$ cat src/rtl/adc_serial_arbiter.sv
// adc_serial_arbiter
// Shares the ADC 3-wire serial register port between three requesters
// (0: power/cal sequencer, 1: host UART write, 2: run-time trim) and shifts
// the granted {FRAME_HDR, addr, data} word out MSB first on Sclk/Sdata/Select.
// Frame: SETUP (SCLK_DIV) + 32 bits x (2*SCLK_DIV) + HOLD (SCLK_DIV) with
// Select low, then GAP_CYCLES of Select high before the next grant.
// Build option: define ADC_SER_RR_EN for round-robin arbitration; when it is
// undefined the arbiter uses fixed priority 0 > 1 > 2.
module adc_serial_arbiter #(
  parameter int          SCLK_DIV   = 4,
  parameter int          GAP_CYCLES = 16,
  parameter logic [11:0] FRAME_HDR  = 12'h001
) (
  input  logic        i_clk,
  input  logic        i_rst,
  input  logic        i_enable,
  input  logic [2:0]  i_req,
  input  logic [3:0]  i_addr0,
  input  logic [3:0]  i_addr1,
  input  logic [3:0]  i_addr2,
  input  logic [15:0] i_data0,
  input  logic [15:0] i_data1,
  input  logic [15:0] i_data2,
  output logic [2:0]  o_grant,
  output logic [2:0]  o_done,
  output logic        o_err,
  output logic        o_busy,
  output logic        o_sclk,
  output logic        o_sdata,
  output logic        o_select
);

  // One counter serves both the Sclk half-periods and the inter-frame gap.
  localparam int CNT_MAX = (SCLK_DIV > GAP_CYCLES) ? SCLK_DIV : GAP_CYCLES;
  localparam int CNT_W   = $clog2(CNT_MAX + 1);
  localparam logic [CNT_W-1:0] DIV_LAST = CNT_W'(SCLK_DIV - 1);
  localparam logic [CNT_W-1:0] GAP_LAST = CNT_W'(GAP_CYCLES - 1);
  localparam logic [CNT_W-1:0] CNT_ONE  = CNT_W'(1);

  typedef enum logic [2:0] {
    ST_IDLE  = 3'd0,
    ST_SETUP = 3'd1,
    ST_SHIFT = 3'd2,
    ST_HOLD  = 3'd3,
    ST_GAP   = 3'd4
  } state_t;

  state_t            r_state;
  state_t            w_state_nxt;
  logic [CNT_W-1:0]  r_cnt;
  logic [CNT_W-1:0]  w_cnt_nxt;
  logic [4:0]        r_bit;
  logic [4:0]        w_bit_nxt;
  logic [31:0]       r_shift;
  logic [31:0]       w_shift_nxt;
  logic [2:0]        r_grant;
  logic [2:0]        w_grant_nxt;
  logic [2:0]        r_done;
  logic [2:0]        w_done_nxt;
  logic              r_err;
  logic              w_err_nxt;
  logic              r_busy;
  logic              w_busy_nxt;
  logic              r_sclk;
  logic              w_sclk_nxt;
  logic              r_sdata;
  logic              w_sdata_nxt;
  logic              r_select;
  logic              w_select_nxt;
  logic              w_active;

  logic [1:0]        w_pick;
  logic [2:0]        w_pick_onehot;
  logic [3:0]        w_addr;
  logic [15:0]       w_data;

`ifdef ADC_SER_RR_EN
  logic [1:0]        r_last;
  logic [1:0]        w_last_nxt;

  // Round-robin: search starts just after the last granted index.
  function automatic logic [1:0] pick_rr(input logic [2:0] req, input logic [1:0] last);
    logic [1:0] idx;
    case (last)
      2'd0:    idx = req[1] ? 2'd1 : (req[2] ? 2'd2 : 2'd0);
      2'd1:    idx = req[2] ? 2'd2 : (req[0] ? 2'd0 : 2'd1);
      default: idx = req[0] ? 2'd0 : (req[1] ? 2'd1 : 2'd2);
    endcase
    return idx;
  endfunction
`else
  // Fixed priority: requester 0 beats 1 beats 2.
  function automatic logic [1:0] pick_fixed(input logic [2:0] req);
    logic [1:0] idx;
    if (req[0]) begin
      idx = 2'd0;
    end else if (req[1]) begin
      idx = 2'd1;
    end else begin
      idx = 2'd2;
    end
    return idx;
  endfunction
`endif

  // Choose the winning requester and route its address/data to the loader
  always_comb begin
`ifdef ADC_SER_RR_EN
    w_pick = pick_rr(i_req, r_last);
`else
    w_pick = pick_fixed(i_req);
`endif
    case (w_pick)
      2'd0: begin
        w_addr        = i_addr0;
        w_data        = i_data0;
        w_pick_onehot = 3'b001;
      end
      2'd1: begin
        w_addr        = i_addr1;
        w_data        = i_data1;
        w_pick_onehot = 3'b010;
      end
      default: begin
        w_addr        = i_addr2;
        w_data        = i_data2;
        w_pick_onehot = 3'b100;
      end
    endcase
  end

  assign w_active = (r_state == ST_SETUP) || (r_state == ST_SHIFT) || (r_state == ST_HOLD);

  // Next-state and next-output logic for the frame sequencer
  always_comb begin
    w_state_nxt  = r_state;
    w_cnt_nxt    = r_cnt;
    w_bit_nxt    = r_bit;
    w_shift_nxt  = r_shift;
    w_grant_nxt  = r_grant;
    w_done_nxt   = 3'b000;
    w_err_nxt    = 1'b0;
    w_busy_nxt   = r_busy;
    w_sclk_nxt   = r_sclk;
    w_sdata_nxt  = r_sdata;
    w_select_nxt = r_select;
`ifdef ADC_SER_RR_EN
    w_last_nxt   = r_last;
`endif
    case (r_state)
      ST_IDLE: begin
        if (i_enable && (i_req != 3'b000)) begin
          w_state_nxt  = ST_SETUP;
          w_cnt_nxt    = '0;
          w_bit_nxt    = 5'd0;
          w_shift_nxt  = {FRAME_HDR, w_addr, w_data};
          w_grant_nxt  = w_pick_onehot;
          w_busy_nxt   = 1'b1;
          w_select_nxt = 1'b0;
          w_sclk_nxt   = 1'b0;
          w_sdata_nxt  = FRAME_HDR[11];
`ifdef ADC_SER_RR_EN
          w_last_nxt   = w_pick;
`endif
        end else begin
          w_busy_nxt   = 1'b0;
        end
      end
      ST_SETUP: begin
        if (r_cnt == DIV_LAST) begin
          w_state_nxt = ST_SHIFT;
          w_cnt_nxt   = '0;
          w_sclk_nxt  = 1'b1;
        end else begin
          w_cnt_nxt   = r_cnt + CNT_ONE;
        end
      end
      ST_SHIFT: begin
        if (r_cnt != DIV_LAST) begin
          w_cnt_nxt = r_cnt + CNT_ONE;
        end else if (r_sclk) begin
          // Falling edge: present the next bit so it is stable for the next rise.
          w_cnt_nxt   = '0;
          w_sclk_nxt  = 1'b0;
          w_shift_nxt = {r_shift[30:0], 1'b0};
          w_sdata_nxt = r_shift[30];
        end else if (r_bit == 5'd31) begin
          w_state_nxt = ST_HOLD;
          w_cnt_nxt   = '0;
        end else begin
          w_cnt_nxt   = '0;
          w_sclk_nxt  = 1'b1;
          w_bit_nxt   = r_bit + 5'd1;
        end
      end
      ST_HOLD: begin
        if (r_cnt == DIV_LAST) begin
          w_state_nxt  = ST_GAP;
          w_cnt_nxt    = '0;
          w_select_nxt = 1'b1;
          w_sdata_nxt  = 1'b0;
          w_done_nxt   = r_grant;
          w_grant_nxt  = 3'b000;
        end else begin
          w_cnt_nxt    = r_cnt + CNT_ONE;
        end
      end
      ST_GAP: begin
        if (r_cnt == GAP_LAST) begin
          w_state_nxt = ST_IDLE;
          w_cnt_nxt   = '0;
          w_busy_nxt  = 1'b0;
        end else begin
          w_cnt_nxt   = r_cnt + CNT_ONE;
        end
      end
      default: begin
        w_state_nxt  = ST_IDLE;
        w_cnt_nxt    = '0;
        w_grant_nxt  = 3'b000;
        w_busy_nxt   = 1'b0;
        w_sclk_nxt   = 1'b0;
        w_sdata_nxt  = 1'b0;
        w_select_nxt = 1'b1;
      end
    endcase

    // Losing the ADC supply mid-frame releases the port and reports an error.
    if (w_active && !i_enable) begin
      w_state_nxt  = ST_GAP;
      w_cnt_nxt    = '0;
      w_select_nxt = 1'b1;
      w_sclk_nxt   = 1'b0;
      w_sdata_nxt  = 1'b0;
      w_grant_nxt  = 3'b000;
      w_done_nxt   = 3'b000;
      w_err_nxt    = 1'b1;
    end else begin
      w_err_nxt    = 1'b0;
    end
  end

  // State register
  always_ff @(posedge i_clk or posedge i_rst) begin
    if (i_rst) begin
      r_state <= ST_IDLE;
    end else begin
      r_state <= w_state_nxt;
    end
  end

  // Datapath and registered port outputs
  always_ff @(posedge i_clk or posedge i_rst) begin
    if (i_rst) begin
      r_cnt    <= '0;
      r_bit    <= 5'd0;
      r_shift  <= 32'h0000_0000;
      r_grant  <= 3'b000;
      r_done   <= 3'b000;
      r_err    <= 1'b0;
      r_busy   <= 1'b0;
      r_sclk   <= 1'b0;
      r_sdata  <= 1'b0;
      r_select <= 1'b1;
    end else begin
      r_cnt    <= w_cnt_nxt;
      r_bit    <= w_bit_nxt;
      r_shift  <= w_shift_nxt;
      r_grant  <= w_grant_nxt;
      r_done   <= w_done_nxt;
      r_err    <= w_err_nxt;
      r_busy   <= w_busy_nxt;
      r_sclk   <= w_sclk_nxt;
      r_sdata  <= w_sdata_nxt;
      r_select <= w_select_nxt;
    end
  end

`ifdef ADC_SER_RR_EN
  // Last granted index for the round-robin search; starts at 2 so 0 is tried first
  always_ff @(posedge i_clk or posedge i_rst) begin
    if (i_rst) begin
      r_last <= 2'd2;
    end else begin
      r_last <= w_last_nxt;
    end
  end
`endif

  assign o_grant  = r_grant;
  assign o_done   = r_done;
  assign o_err    = r_err;
  assign o_busy   = r_busy;
  assign o_sclk   = r_sclk;
  assign o_sdata  = r_sdata;
  assign o_select = r_select;

endmodule

$ cat config.mk
export PLATFORM = sky130hd
export DESIGN_NAME = adc_serial_arbiter
export DESIGN_NICKNAME = d
export VERILOG_FILES = /design/src/rtl/adc_serial_arbiter.sv
export SDC_FILE = /design/constraint.sdc
export NUM_CORES = 1
export LEC_CHECK = 0
export CAP_MARGIN = 25
export CORE_MARGIN = 2
export CORE_UTILIZATION = 25
export DETAILED_ROUTE_END_ITERATION = 8
export GPL_ROUTABILITY_DRIVEN = 1
export PLACE_DENSITY = 0.56
export SLEW_MARGIN = 20
export SYNTH_ARGS = -nofsm -noshare
export SYNTH_HDL_FRONTEND = slang
export SYNTH_SLANG_ARGS = --single-unit
$ cat constraint.sdc
create_clock -name i_clk -period 2.35 [get_ports i_clk]
set_input_delay 0.235 -clock i_clk [delete_from_list [all_inputs] [get_ports i_clk]]
set_output_delay 0.235 -clock i_clk [all_outputs]
set_load 0.05 [all_outputs]
==> results of run 1 <==
==> synthesized netlist by cell type (all sizes together) (3+ instances only) <==
master | instances | share of area (%)
a21oi | 8 | 1.3
inv | 9 | 1.1
nand4 | 3 | 0.59
nor3 | 4 | 0.99
ha | 5 | 2.0
nor3b | 3 | 0.71
clkbuf | 12 | 1.4
buf | 9 | 1.8
nand2 | 24 | 2.8
and2 | 4 | 0.79
nand3 | 6 | 0.95
and3 | 5 | 0.99
dfrtp | 54 | 43
nor2 | 9 | 1.1
mux2 | 39 | 16
nor2b | 3 | 0.59
o21ai | 28 | 4.5
o22ai | 3 | 0.59
mux2i | 21 | 6.6
a22o | 16 | 4.4
==> layout by cell type (no fill, tap or decap), drive strengths merged, types with 2 or more instances in the layout <==
cell type       n
and2            4
and3            5
nand4           3
mux2           39
nor2b           3
mux2i          21
clkdlybuf4s50  76
nor4b           2
clkbuf          5
buf            19
nor3b           3
nand2          24
a22o           16
nor2            9
nand3           6
o21ai          28
a21o            2
o211ai          2
nor3            4
ha              5
xnor2           2
inv            11
dfrtp          54
o22ai           3
xor2            2
a32oi           2
a21oi           8
==> through the flow <==
stage                     total power [mW]  hold slack (ns)  cells  utilization (%)  area (sq um)
after floorplan                       2.30            0.427    294                -          3170
after global placement                2.75            0.458    540             33.7          4220
after detailed placement              2.77            0.461    540             33.7          4220
after CTS                             3.57            0.334    548             34.9          4370
after global routing                  3.74            0.341    548             34.9          4370
final                                 3.53            0.315    548             34.9          4370
==> state kept, by name, indices dropped and copies added, names as in the netlist <==
signal / cells
r_bit: 5
o_select: 1
o_sclk: 1
r_shift: 31
o_grant: 3
o_err: 1
o_busy: 1
o_done: 3
r_state: 3
o_sdata: 1
r_cnt: 5
==> per-layer routing <==
layer / share of wire, % / vias to the layer above / track usage, %
li1: - / 1233 / -
met1: 46 / 1206 / 14.7
met2: 48 / 61 / 18.2
met3: 5.2 / 9 / 2.39
met4: 1.4 / 0 / 3.29
met5: 0 / - / 0
==> final cells by class <==
cell class | instances | area, sq um | share of cell area, %
multi-input combinational | 209 | 1670 | 38.1
sequential | 55 | 1380 | 31.5
timing repair buffer | 95 | 928 | 21.2
tap | 172 | 215 | 4.92
clock buffer | 5 | 125 | 2.86
inverter | 9 | 33.8 | 0.772
clock inverter | 3 | 27.5 | 0.629
==> worst max-delay path by stage <==
stage	start	endpoint	slack, ns	cells after the start
4_1_cts	r_cnt[0]	r_shift[1]	0.20	6
5_1_grt	r_cnt[0]	r_shift[1]	0.11	6
2_1_floorplan	r_cnt[0]	r_shift[10]	0.44	6
3_5_place_dp	r_cnt[0]	r_shift[1]	0.21	6
6_report	r_cnt[0]	r_shift[1]	0.21	6
3_3_place_gp	r_cnt[0]	r_shift[4]	0.26	6
==> kinds of logic after synthesis <==
kind of cell,share of synthesized area (%)
compound gates,14.8
simple gates,11.8
mux,22.6
flops,43.4
buf+inv,4.30
fa+ha+maj,1.97
xor+xnor,1.10
==> power by group <==
group / switching, mW / internal [mW] / total (mW)
Sequential: 0.154 / 1.20 / 1.35
Combinational: 0.664 / 0.730 / 1.39
Clock: 0.374 / 0.408 / 0.782
Total: 1.19 / 2.34 / 3.53
==> worst max-delay path, delay by kind of cell (launching register included) <==
family / cells / cell delay [ns]
flops: 1 / 0.39
simple gates: 1 / 0.50
buf+inv: 1 / 0.23
mux: 1 / 0.30
compound gates: 2 / 0.38
fa+ha+maj: 1 / 0.22
==> impl_metrics.py, run 1 <==
metrics = {
    "yosys": {
        "synth_area_per_cell_sq_um": 10.8,
        "yosysWarnings": 0,
        "ys_seq_area_share_pct": 43.4,
        "synth.distinct_cells": 47,
        "synth_flop_cell": "dfrtp_1",
        "netlist_area_sq_mm": 0.00317,
        "synth.net_count": 365,
        "netlist_instances": 294,
        "synth_edf_count": 0,
        "async_flop_share_pct": 100,
        "ys_ff_latch": 55,
    },
    "detailed_routing": {
        "drc": 0,
        "firstDrtPassIters": 4,
        "first_iter_violations": 120,
        "ant_nets": 0,
        "wl_per_cell_microns": 13.7,
        "viasPerCell": 4.58,
        "wirelength_mm": 7.49,
        "vias": 2509,
    },
    "sta": {
        "relSlewSlack_pct": 65.2,
        "fin_ws_ns": 0.209,
        "finalClockSkew_ns": 0.0111,
        "fmax_mhz": 467,
        "hold_viol": 0,
        "finalCritPeriodShare_pct": 91.1,
        "setup-tns-final_ns": 0,
        "rsz0062_at_grt": "no",
        "slew_violations": 0,
        "layout_min_cycle_time_ns": 2.14,
        "setup_viol": 0,
        "max_slew.worst_pin.slew_ns": 0.517,
    },
    "worst_setup_path": {
        "cp-end-kind": "flip-flop",
        "slowest_stage": "or4b_4",
        "crit_chain": "ha_1, or4b_4, o32ai_2, o21ai_4, buf_4, mux2_4",
        "reg2regPathDepth": 6,
        "arrival_ns": 2.33,
        "timing.rr.end": "r_shift[1]",
        "slowest_delay_ns": 0.50,
        "worstSetupPathType": "reg -> reg",
        "r2r_setup_slack_ns": 0.21,
        "timing.rr.start": "r_cnt[0]",
        "cp_max_fo": 12,
        "start_kind": "flip-flop",
        "required_ns": 2.54,
    },
    "cts": {
        "cts_resized": 0,
        "hold_buffers": 0,
        "cts_sinks": 55,
        "htree_levels": 2,
        "cts.path.max_buffers": 2,
        "clk_pin_slew_ns": 0.08,
        "cts_tree": "done",
        "post-cts-setup-buffers": 0,
        "clock_latency_ns": 0.30,
        "root_buffer": "clkbuf_16",
        "numCtsBuffers": 5,
    },
    "floorplan": {
        "dieArea_sq_mm": 0.0136,
        "core_area_sq_mm": 0.0125,
        "die_w_microns": 117,
        "num_rows": 41,
        "die-height_microns": 117,
        "pin_count": 77,
        "start_util_pct": 25.3,
    },
    "placement": {
        "gp_congestion": 0.872,
        "port_buffers": 76,
        "dp_hpwl_mm": 5.58,
        "dp_slack_ns": 0.211,
    },
    "cells_and_area": {
        "final_nets": 446,
        "n_fill_cell": 1315,
        "antennaDiodeCount": 0,
        "syn_to_final_growth_pct": 37.9,
        "drive_gt1_share_pct": 19.1,
    },
    "status": {
        "status": "finished, final reports clean",
    },
    "run": {
        "max-cap-violations": 0,
    },
    "grt": {
        "grt_pass1_wl_mm": 11.9,
        "antenna_found_initial": 0,
        "grt_pass1_vias": 2415,
        "grt_max_degree": 56,
        "grt-ovfl-total": 0,
        "grtUsageTotal_pct": 11.1,
    },
    "power": {
        "ir_drop_v": 0.000321,
        "p_leak_nw": 1.97,
        "p_per_area_mw_per_mm2": 807,
    },
    "worst_hold_path": {
        "hp-class": "in -> async",
    },
}
No activity file was read; power rests on OpenSTA's default activity.
==> run 2, diff against run 1 <==
--- a/config.mk
+++ b/config.mk
@@ -6,11 +6,11 @@
 export NUM_CORES = 1
 export LEC_CHECK = 0
 export CAP_MARGIN = 25
-export CORE_MARGIN = 2
-export CORE_UTILIZATION = 25
+export CORE_MARGIN = 5
+export CORE_UTILIZATION = 40
 export DETAILED_ROUTE_END_ITERATION = 8
 export GPL_ROUTABILITY_DRIVEN = 1
-export PLACE_DENSITY = 0.56
+export PLACE_DENSITY = 0.77
 export SLEW_MARGIN = 20
 export SYNTH_ARGS = -nofsm -noshare
 export SYNTH_HDL_FRONTEND = slang
==> impl_metrics.py, run 2 (synthesis results as in run 1) <==
metrics = {
    "cells_and_area": {
        "reg_top3": "r_shift (31), r_bit (5), r_cnt (5)",
        "fin_util_pct": 54.8,
        "final_nets": 444,
        "final_area_sq_mm": 0.00423,
        "mostFrequentLayoutCells": "76 x clkdlybuf4s50_1, 54 x dfrtp_1, 27 x o21ai_0, 24 x nand2_1",
        "largest_reg_flops": 31,
        "n_fill_cell": 659,
        "antennaDiodeCount": 0,
        "drive_gt1_share_pct": 18.2,
        "final_cells": 475,
        "final_common_cell": "clkdlybuf4s50_1",
        "regMostFlops": "r_shift",
        "syn_to_final_growth_pct": 33.4,
    },
    "detailed_routing": {
        "ant_nets": 0,
        "first_iter_violations": 134,
        "viasPerCell": 5.27,
        "wirelength_mm": 7.27,
        "firstDrtPassIters": 4,
        "drc": 0,
        "vias": 2505,
        "wl_per_cell_microns": 15.3,
    },
    "worst_setup_path": {
        "arrival_ns": 2.29,
        "required_ns": 2.54,
        "worstSetupPathType": "reg -> reg",
        "start_kind": "flip-flop",
        "timing.rr.start": "r_cnt[0]",
        "cp-startpoint": "r_cnt[0]",
        "timing.rr.end": "r_shift[2]",
        "worstSetupEndpoint": "r_shift[2]",
        "cp_max_fo": 14,
        "cp-end-kind": "flip-flop",
        "r2r_setup_slack_ns": 0.25,
        "reg2regPathDepth": 6,
    },
    "cts": {
        "root_buffer": "clkbuf_8",
        "numCtsBuffers": 5,
        "cts.path.max_buffers": 2,
        "hold_buffers": 0,
        "clk_pin_slew_ns": 0.10,
        "htree_levels": 2,
        "post-cts-setup-buffers": 0,
        "cts_resized": 0,
        "cts_sinks": 55,
        "cts_tree": "done",
        "clock_latency_ns": 0.30,
    },
    "sta": {
        "finalClockSkew_ns": 0.00850,
        "hold_viol": 0,
        "rsz0062_at_grt": "no",
        "slew_violations": 0,
        "relSlewSlack_pct": 61.1,
        "max_slew.worst_pin.slew_ns": 0.576,
        "fmax_mhz": 476,
        "setup_viol": 0,
        "layout_min_cycle_time_ns": 2.10,
        "finalCritPeriodShare_pct": 89.5,
        "fin_ws_ns": 0.248,
        "setup-tns-final_ns": 0,
        "fin_hold_ws_ns": 0.306,
    },
    "grt": {
        "grtUsageTotal_pct": 15.3,
        "antenna_found_initial": 0,
        "grt_pass1_wl_mm": 12.4,
        "grt_pass1_vias": 2586,
        "grt-ovfl-total": 0,
        "grt_max_degree": 45,
    },
    "run": {
        "max-cap-violations": 0,
    },
    "placement": {
        "place_area_sq_mm": 0.00413,
        "dp_hpwl_mm": 5.63,
        "gp_congestion": 0.841,
        "dp_slack_ns": 0.197,
        "placed_cells": 468,
        "port_buffers": 76,
    },
    "power": {
        "p_leak_nw": 1.95,
        "power_mw": 3.35,
        "p_per_area_mw_per_mm2": 791,
        "ir_drop_v": 0.000457,
    },
    "floorplan": {
        "start_util_pct": 41.1,
        "dieArea_sq_mm": 0.00981,
        "num_rows": 32,
        "pin_count": 77,
        "core_area_sq_mm": 0.00773,
        "die_w_microns": 99.1,
        "die-height_microns": 99.1,
    },
    "worst_hold_path": {
        "hp-class": "in -> async",
    },
    "status": {
        "status": "finished, final reports clean",
    },
}
-- run 2: changes by cell type in the layout (fill, tap and decap cells not counted) --
cell        delta
clkbuf_16      -5
clkbuf_8       +5
buf_4          -3
buf_12         +1
bufinv_16      +1
clkbuf_1       +1
clkinvlp_4     -1
inv_6          -1
inv_8          -1
-- run 2: cell type report --
type	count	area [sq um]	area share, %
Sequential cell	55	1380	32.5
Clock inverter	1	30.0	0.709
Tap cell	102	128	3.01
Timing Repair Buffer	93	926	21.9
Inverter	9	33.8	0.798
Clock buffer	6	72.6	1.71
Multi-Input combinational cell	209	1670	39.4
-- run 2: worst max-delay path, cell delays in order (launching register included) --
cell and delay, ns:
dfrtp_1 0.41, ha_1 0.23, or4b_4 0.50, o32ai_2 0.22, o21ai_4 0.12, buf_4 0.21, mux2_4 0.31
-- run 2: worst min-delay path by stage --
stage	endpoint	slack [ns]	cells past startpoint
2_1_floorplan	r_state[1]	0.43	2
3_3_place_gp	o_select	0.45	2
3_5_place_dp	o_select	0.46	2
4_1_cts	r_shift[7]	0.34	2
5_1_grt	r_shift[17]	0.36	2
6_report	r_shift[7]	0.31	2
-- run 2: metal layers --
| layer | vias up | GRT usage [%] | share of wire (%) |
|---|---|---|---|
| li1 | 1224 | - | - |
| met1 | 1192 | 20.7 | 44 |
| met2 | 75 | 25.2 | 49 |
| met3 | 14 | 2.26 | 4.8 |
| met4 | 0 | 4.62 | 2.0 |
| met5 | - | 0 | 0 |
-- run 2: power breakdown --
part / total (mW) / leakage [nW] / internal (mW) / switching [mW]
sequential: 1.36 / 0.714 / 1.20 / 0.165
clock: 0.597 / 0.0513 / 0.313 / 0.285
combinational: 1.39 / 1.18 / 0.731 / 0.658
total: 3.35 / 1.95 / 2.24 / 1.11
